[config.mk]
export PLATFORM = sky130hd
export DESIGN_NAME = rob_nway_recover
export DESIGN_NICKNAME = d
export VERILOG_FILES = /design/src/rtl/rob_nway_recover.sv
export SDC_FILE = /design/constraint.sdc
export NUM_CORES = 2
export LEC_CHECK = 0
export BUFFER_PORTS_ARGS = -buffer_cell sky130_fd_sc_hd__buf_4
export CELL_PAD_IN_SITES_DETAIL_PLACEMENT = 1
export CELL_PAD_IN_SITES_GLOBAL_PLACEMENT = 1
export CORE_MARGIN = 8
export CORE_UTILIZATION = 40
export CTS_BUF_LIST = sky130_fd_sc_hd__clkbuf_4
export CTS_CLUSTER_SIZE = 40
export DETAILED_ROUTE_END_ITERATION = 8
export GPL_TIMING_DRIVEN = 0
export PLACE_DENSITY_LB_ADDON = 0.1
export SYNTH_ARGS = -nofsm -noshare
export SYNTH_HDL_FRONTEND = slang
export SYNTH_SLANG_ARGS = --single-unit
[constraint.sdc]
create_clock -name clock -period 28.3 [get_ports clock]
set_clock_uncertainty 0.1 [all_clocks]
set_input_delay 1.415 -clock clock [delete_from_list [all_inputs] [get_ports clock]]
set_output_delay 1.415 -clock clock [all_outputs]
set_load 0.02 [all_outputs]
[src/rtl/rob_nway_recover.sv]
// N-wide reorder buffer: multi-lane in-order dispatch, in-order multi-lane commit,
// commit-time full flush, and selective branch recovery that squashes younger entries.
module rob_nway_recover #(
   parameter int unsigned DEPTH          = 32,
   parameter int unsigned DISPATCH_WIDTH = 2,
   parameter int unsigned COMMIT_WIDTH   = 2,
   parameter int unsigned WB_WIDTH       = 4,
   parameter int unsigned ARCH_REGS      = 32,
   parameter int unsigned PHYS_REGS      = 64,
   localparam int unsigned AW   = $clog2(ARCH_REGS),
   localparam int unsigned PW   = $clog2(PHYS_REGS),
   localparam int unsigned IW   = $clog2(DEPTH),
   localparam int unsigned CNTW = $clog2(DEPTH + 1)
) (
   input  logic                           clock,
   input  logic                           reset,
   input  logic [DISPATCH_WIDTH-1:0]      disp_valid_i,
   input  logic [DISPATCH_WIDTH-1:0]      disp_rd_wen_i,
   input  logic [DISPATCH_WIDTH*AW-1:0]   disp_rd_arch_i,
   input  logic [DISPATCH_WIDTH*PW-1:0]   disp_new_prf_i,
   input  logic [DISPATCH_WIDTH*PW-1:0]   disp_old_prf_i,
   output logic [DISPATCH_WIDTH-1:0]      disp_alloc_o,
   output logic [DISPATCH_WIDTH*IW-1:0]   disp_rob_idx_o,
   output logic [CNTW-1:0]                free_slots_o,
   input  logic [WB_WIDTH-1:0]            wb_valid_i,
   input  logic [WB_WIDTH*IW-1:0]         wb_rob_idx_i,
   input  logic [WB_WIDTH-1:0]            wb_exception_i,
   input  logic [WB_WIDTH-1:0]            wb_mispred_i,
   input  logic                           br_recover_valid_i,
   input  logic [IW-1:0]                  br_recover_rob_idx_i,
   output logic [COMMIT_WIDTH-1:0]        commit_valid_o,
   output logic [COMMIT_WIDTH-1:0]        commit_rd_wen_o,
   output logic [COMMIT_WIDTH*AW-1:0]     commit_rd_arch_o,
   output logic [COMMIT_WIDTH*PW-1:0]     commit_new_prf_o,
   output logic [COMMIT_WIDTH*PW-1:0]     commit_old_prf_o,
   output logic [COMMIT_WIDTH*IW-1:0]     commit_rob_idx_o,
   output logic                           flush_o,
   output logic [IW-1:0]                  flush_rob_idx_o,
   output logic [CNTW-1:0]                count_o,
   output logic                           empty_o,
   output logic                           full_o
);

   // (a + b) mod DEPTH for a, b < DEPTH; exact for non-power-of-two DEPTH
   function automatic logic [IW-1:0] idx_add(input logic [IW-1:0] a, input logic [IW-1:0] b);
      logic [IW:0] s;
      s = {1'b0, a} + {1'b0, b};
      if (s >= (IW+1)'(DEPTH)) s = s - (IW+1)'(DEPTH);
      return s[IW-1:0];
   endfunction

   // (a - h) mod DEPTH: age of slot a relative to head h
   function automatic logic [IW-1:0] idx_dist(input logic [IW-1:0] a, input logic [IW-1:0] h);
      logic [IW:0] s;
      if (a >= h) s = {1'b0, a} - {1'b0, h};
      else        s = {1'b0, a} + (IW+1)'(DEPTH) - {1'b0, h};
      return s[IW-1:0];
   endfunction

   logic [IW-1:0]    head_q, head_d, tail_q, tail_d;
   logic [CNTW-1:0]  count_q, count_d;
   logic [DEPTH-1:0] valid_q, valid_d, ready_q, ready_d;
   logic [DEPTH-1:0] exc_q, exc_d, mis_q, mis_d, wen_q, wen_d;
   logic [AW-1:0]    arch_q [DEPTH];
   logic [AW-1:0]    arch_d [DEPTH];
   logic [PW-1:0]    new_q  [DEPTH];
   logic [PW-1:0]    new_d  [DEPTH];
   logic [PW-1:0]    old_q  [DEPTH];
   logic [PW-1:0]    old_d  [DEPTH];

   logic [COMMIT_WIDTH-1:0]   cm_vld;
   logic [IW-1:0]             cm_idx [COMMIT_WIDTH];
   logic [CNTW-1:0]           n_commit;
   logic                      cm_block;
   logic                      flush;
   logic [IW-1:0]             flush_idx;
   logic [DISPATCH_WIDTH-1:0] grant;
   logic [IW-1:0]             d_idx [DISPATCH_WIDTH];
   logic [CNTW-1:0]           n_grant;
   logic                      g_block;
   logic [CNTW-1:0]           free_slots;
   logic [IW-1:0]             br_dist;

   assign free_slots = CNTW'(DEPTH) - count_q;

   // Commit selection: contiguous ready lanes from head; a flagged lane ends the group
   always_comb begin
      cm_vld    = '0;
      n_commit  = '0;
      cm_block  = 1'b0;
      flush     = 1'b0;
      flush_idx = '0;
      for (int i = 0; i < COMMIT_WIDTH; i++) begin
         cm_idx[i] = idx_add(head_q, IW'(i));
         if (!cm_block && valid_q[cm_idx[i]] && ready_q[cm_idx[i]]) begin
            cm_vld[i] = 1'b1;
            n_commit  = n_commit + CNTW'(1);
            if (exc_q[cm_idx[i]] || mis_q[cm_idx[i]]) begin
               flush     = 1'b1;
               flush_idx = cm_idx[i];
               cm_block  = 1'b1;
            end
         end else begin
            cm_block = 1'b1;
         end
      end
   end

   // Dispatch grant: contiguous lanes while slots remain; blocked by reset, flush, recovery
   always_comb begin
      grant   = '0;
      n_grant = '0;
      g_block = reset || flush || br_recover_valid_i;
      for (int i = 0; i < DISPATCH_WIDTH; i++) begin
         d_idx[i] = idx_add(tail_q, IW'(i));
         if (!g_block && disp_valid_i[i] && (CNTW'(i) < free_slots)) begin
            grant[i] = 1'b1;
            n_grant  = n_grant + CNTW'(1);
         end else begin
            g_block = 1'b1;
         end
      end
   end

   // Next state: writeback, retirement, then flush / recovery / dispatch by priority
   always_comb begin
      head_d  = idx_add(head_q, IW'(n_commit));
      tail_d  = tail_q;
      count_d = count_q;
      valid_d = valid_q;
      ready_d = ready_q;
      exc_d   = exc_q;
      mis_d   = mis_q;
      wen_d   = wen_q;
      arch_d  = arch_q;
      new_d   = new_q;
      old_d   = old_q;
      br_dist = idx_dist(br_recover_rob_idx_i, head_q);

      for (int p = 0; p < WB_WIDTH; p++) begin
         if (wb_valid_i[p] && valid_q[wb_rob_idx_i[p*IW +: IW]]) begin
            ready_d[wb_rob_idx_i[p*IW +: IW]] = 1'b1;
            exc_d[wb_rob_idx_i[p*IW +: IW]]   = exc_d[wb_rob_idx_i[p*IW +: IW]] | wb_exception_i[p];
            mis_d[wb_rob_idx_i[p*IW +: IW]]   = mis_d[wb_rob_idx_i[p*IW +: IW]] | wb_mispred_i[p];
         end
      end

      for (int i = 0; i < COMMIT_WIDTH; i++) begin
         if (cm_vld[i]) valid_d[cm_idx[i]] = 1'b0;
      end

      if (flush) begin
         valid_d = '0;
         ready_d = '0;
         exc_d   = '0;
         mis_d   = '0;
         head_d  = idx_add(flush_idx, IW'(1));
         tail_d  = idx_add(flush_idx, IW'(1));
         count_d = '0;
      end else if (br_recover_valid_i) begin
         // Squash everything strictly younger than the branch; the branch survives
         for (int j = 0; j < DEPTH; j++) begin
            if (idx_dist(IW'(j), head_q) > br_dist) begin
               valid_d[j] = 1'b0;
               ready_d[j] = 1'b0;
            end
         end
         tail_d  = idx_add(br_recover_rob_idx_i, IW'(1));
         count_d = CNTW'(br_dist) + CNTW'(1) - n_commit;
      end else begin
         for (int i = 0; i < DISPATCH_WIDTH; i++) begin
            if (grant[i]) begin
               valid_d[d_idx[i]] = 1'b1;
               ready_d[d_idx[i]] = 1'b0;
               exc_d[d_idx[i]]   = 1'b0;
               mis_d[d_idx[i]]   = 1'b0;
               wen_d[d_idx[i]]   = disp_rd_wen_i[i];
               arch_d[d_idx[i]]  = disp_rd_arch_i[i*AW +: AW];
               new_d[d_idx[i]]   = disp_new_prf_i[i*PW +: PW];
               old_d[d_idx[i]]   = disp_old_prf_i[i*PW +: PW];
            end
         end
         tail_d  = idx_add(tail_q, IW'(n_grant));
         count_d = count_q + n_grant - n_commit;
      end
   end

   // State registers with asynchronous active-high reset
   always_ff @(posedge clock or posedge reset) begin
      if (reset) begin
         head_q  <= '0;
         tail_q  <= '0;
         count_q <= '0;
         valid_q <= '0;
         ready_q <= '0;
         exc_q   <= '0;
         mis_q   <= '0;
         wen_q   <= '0;
         for (int j = 0; j < DEPTH; j++) begin
            arch_q[j] <= '0;
            new_q[j]  <= '0;
            old_q[j]  <= '0;
         end
      end else begin
         head_q  <= head_d;
         tail_q  <= tail_d;
         count_q <= count_d;
         valid_q <= valid_d;
         ready_q <= ready_d;
         exc_q   <= exc_d;
         mis_q   <= mis_d;
         wen_q   <= wen_d;
         arch_q  <= arch_d;
         new_q   <= new_d;
         old_q   <= old_d;
      end
   end

   // Output drive; commit payload is zeroed on idle lanes
   always_comb begin
      disp_alloc_o     = grant;
      disp_rob_idx_o   = '0;
      commit_valid_o   = cm_vld;
      commit_rd_wen_o  = '0;
      commit_rd_arch_o = '0;
      commit_new_prf_o = '0;
      commit_old_prf_o = '0;
      commit_rob_idx_o = '0;
      for (int i = 0; i < DISPATCH_WIDTH; i++) disp_rob_idx_o[i*IW +: IW] = d_idx[i];
      for (int i = 0; i < COMMIT_WIDTH; i++) begin
         if (cm_vld[i]) begin
            commit_rd_wen_o[i]             = wen_q[cm_idx[i]];
            commit_rd_arch_o[i*AW +: AW]   = arch_q[cm_idx[i]];
            commit_new_prf_o[i*PW +: PW]   = new_q[cm_idx[i]];
            commit_old_prf_o[i*PW +: PW]   = old_q[cm_idx[i]];
            commit_rob_idx_o[i*IW +: IW]   = cm_idx[i];
         end
      end
      flush_o         = flush;
      flush_rob_idx_o = flush_idx;
      free_slots_o    = free_slots;
      count_o         = count_q;
      empty_o         = (count_q == '0);
      full_o          = (count_q == CNTW'(DEPTH));
   end

endmodule

==> flow_summary.toml <==
[setup_path]
required_ns = 29.30
path_buf_inv = 10
ff2ff_path_depth = 21
reg2reg_slack_ns = 17.26
crit_family = "buffers and inverters"
criticalPathCategory = "flop to flop"
cp_max_fo = 10
cp.arrival_ns = 12.04
timing.rr.start = "head_q[3]"
startpoint_type = "flop"
path_cells = "clkbuf_1, inv_1, buf_1, xnor2_1, o211ai_1, a31oi_1, or3_1, buf_2, clkinv_1, nand2_1, and2_1, buf_2, clkinv_1, a211oi_2, o311a_1, buf_2, nand2_1, o22ai_1, clkbuf_2, buf_1, a21oi_1"
slowest_delay_ns = 1.23
reg2reg_to = "old_q[166]"
cp_common_cell = "buf_2"
worst_setup_path_end_kind = "flop"
cp_slowest_cell = "o22ai_1"

[cells_and_area]
final_util = 0.450
nNetsFinal = 6380
syn_to_final_growth_pct = 11.6
drive_gt1_frac = 0.183
design_area_sq_um = 61800

[cts]
cts_resized = 0
root_buffer = "clkbuf_4"
cts_tree = "yes"
clkLatencyLatePin_ns = 1.32
postCtsSetupRepairBufs = 0
numCtsBuffers = 208
cts_buffer_depth = 3
htreeDepth = 4
cts.sinks = 720
path_clk_slew_ns = 0.07

[route]
drt_iter0_drc = 6366
wirelength_mm = 328
drc_errors = 0
routedWlPerCell_um = 40.4
via_count = 55600
routed_via_density = 6.83
dr.pass1.iters = 8
postRouteAntennaNets = 0

[synth]
synth_edf_count = 0
netlist_area_sq_um = 55400
synthCells = 5802
avgSynthCellArea_sq_um = 9.55
ys_seq_elements = 720
synth_warnings = 0
syn_nets = 6003
synth_cell_types = 104
synthArstFlopShare = 1.00
yosysSeqAreaShare = 0.325
synth-main-ff-cell = "dfrtp_1"

[sta]
fmax_mhz = 90.6
fin_crit_sh = 0.390
slew_headroom = -0.0892
finalSetupViolations = 0
hold_viol = 0
fin_crit_ns = 11.04
slew_viol_final = 29
rsz0062_at_grt = "false"
worst_slew_pin_slew_ns = 1.63

[die]
die-area_sq_um = 151000
die_x_um = 388
rows = 136
die_y_um = 388
start_util = 0.403
pin_count = 158
core_sq_um = 137000

[global_route]
grt_max_degree = 116
antenna_found_initial = 20
grt_overflow = 0
grtUsageTotal = 0.423
grt_pass1_vias = 56500
grt_pass1_wl_mm = 452

[pwr]
p_int_w = 0.00312
pwr-share-comb = 0.500
switchingPower_w = 0.00276
p_clk_frac = 0.173
p_leak_nw = 24.1
switching_share = 0.469
power_density_nw_per_um2 = 95.1
ir_drop_v = 0.0000494
seqPwrFrac = 0.327

[run]
max_cap_viol_count = 6

[min_path]
min_from = "disp_new_prf_i[0]"
min_to = "new_q[186]"
holdPathStages = 3
hold_path_class = "input pin to flop"

[place]
hpwl_mm = 260
place_congestion = 1.13
port_buffers = 149
placed_area_sq_um = 59100

[run_status]
violations = "max-capacitance violations, max-slew violations"
status = "finished with violations"
[cells in the final DEF, fill, tap and decap left out, types with 49 or more instances in the layout]
| cell | instances |
|---|---|
| nor2_1 | 912 |
| a21oi_1 | 761 |
| dfrtp_1 | 720 |
| mux2i_1 | 650 |
| mux4_2 | 418 |
| nand2_1 | 376 |
| clkbuf_1 | 350 |
| clkbuf_4 | 307 |
| buf_4 | 170 |
| o21ai_0 | 123 |
| ha_1 | 117 |
| inv_1 | 109 |
| nor3_1 | 91 |
| nand3_1 | 91 |
| a211oi_1 | 85 |
| buf_2 | 70 |
| buf_1 | 56 |
| a21o_1 | 54 |
| nand4_1 | 49 |
[worst register-to-register path: cells and delay by family (launching register included)]
family	cells	cell delay, ns
simple gates	4	0.81
compound gates	6	3.10
buf+inv	10	5.04
xor+xnor	1	1.20
flops	1	0.62
[per-stage QoR]
stage	total power [W]	std cells	worst slack [ns]	hold WS (ns)	TNS, ns
detailed placement	0.00476	7759	17.29	0.436	0
finish	0.00588	8136	17.26	0.435	0
global placement	0.00467	7745	-4.29	0.423	-3975.04
CTS	0.00577	8120	17.48	0.372	0
floorplan	0.00347	5802	6.57	0.395	0
global route	0.00604	8126	17.44	0.421	0
[what timing repair did]
action	CTS	global route
setup endpoints to repair	0	0
hold buffers	1	0
hold endpoints to repair	30	0
[registers in the layout, indices dropped and copies added, names as in the netlist]
signal	cells
count_o	6
tail_q	5
old_q	192
wen_q	32
valid_q	32
arch_q	160
ready_q	32
head_q	5
new_q	192
mis_q	32
exc_q	32
[worst max-delay path by stage]
stage	from	end	slack, ns	cells after the start
after floorplan	reset	arch_q[0]	6.57	1
after global placement	reset	arch_q[133]	-4.29	2
after detailed placement	wb_rob_idx_i[4]	mis_q[20]	17.29	21
after CTS	head_q[0]	ready_q[4]	17.48	23
after global routing	head_q[0]	new_q[148]	17.44	24
final	head_q[3]	old_q[166]	17.26	21
[area by class of cell]
cell class / count / area [sq um]
plain buffers: 511 / 2130
flip-flops and latches: 720 / 18000
well taps: 1794 / 2240
repair buffers: 167 / 1470
inverters: 120 / 458
diodes: 13 / 32.5
fillers: 15900 / 75700
clock buffers: 307 / 2300
multi-input cells: 4451 / 34900
clock inverters: 53 / 260
[routing by layer]
metal,GRT usage,wire (um)
met5,0.000319,170
met2,0.643,143000
met4,0.399,39500
met1,0.479,115000
met3,0.114,30700
[cells by family after synthesis]
family | after synthesis | synth area share
compound gates | 1388 | 0.152
fa+ha+maj | 123 | 0.0286
buf+inv | 631 | 0.0464
xor+xnor | 56 | 0.00885
flops | 720 | 0.325
mux | 1092 | 0.292
simple gates | 1792 | 0.147
[cells in the mapped netlist (all sizes together) (10+ instances only)]
cell     count  area [sq um]
and2        20           125
nand2      376          1410
a211o       16           140
or3         31           194
o22ai       46           294
nor4        27           203
a21oi      761          3810
or2         38           238
a21o        54           405
o21a        21           158
a211oi      86           651
ha         117          1460
mux2        23           259
nand2b      18           113
nor2b       20           125
o31ai       12           104
buf        152           768
nand3       91           455
o21bai      14           105
o41ai       10          87.6
nand4       51           332
o221ai      12           105
o311ai      11          96.3
a2111oi     22           199
dfrtp      720         18000
clkbuf     359          1350
a31oi       37           231
mux2i      651          6520
xor2        17           149
o21ai      126           634
nor3        96           502
o32ai       12           113
o211ai      30           230
inv        114           428
and3        17           106
a41oi       11           111
a311oi      18           158
xnor2       39           342
a22oi       17           128
nor2       946          3780
mux4       418          9410
[power groups by stage]
stage          clock (W)  combinational (W)  sequential, W
2_1_floorplan          0            0.00178        0.00169
3_3_place_gp           0            0.00279        0.00188
3_5_place_dp           0            0.00286        0.00190
4_1_cts          0.00102            0.00287        0.00188
5_1_grt          0.00107            0.00303        0.00194
6_report         0.00102            0.00294        0.00192
No activity file was read; power rests on OpenSTA's default activity.
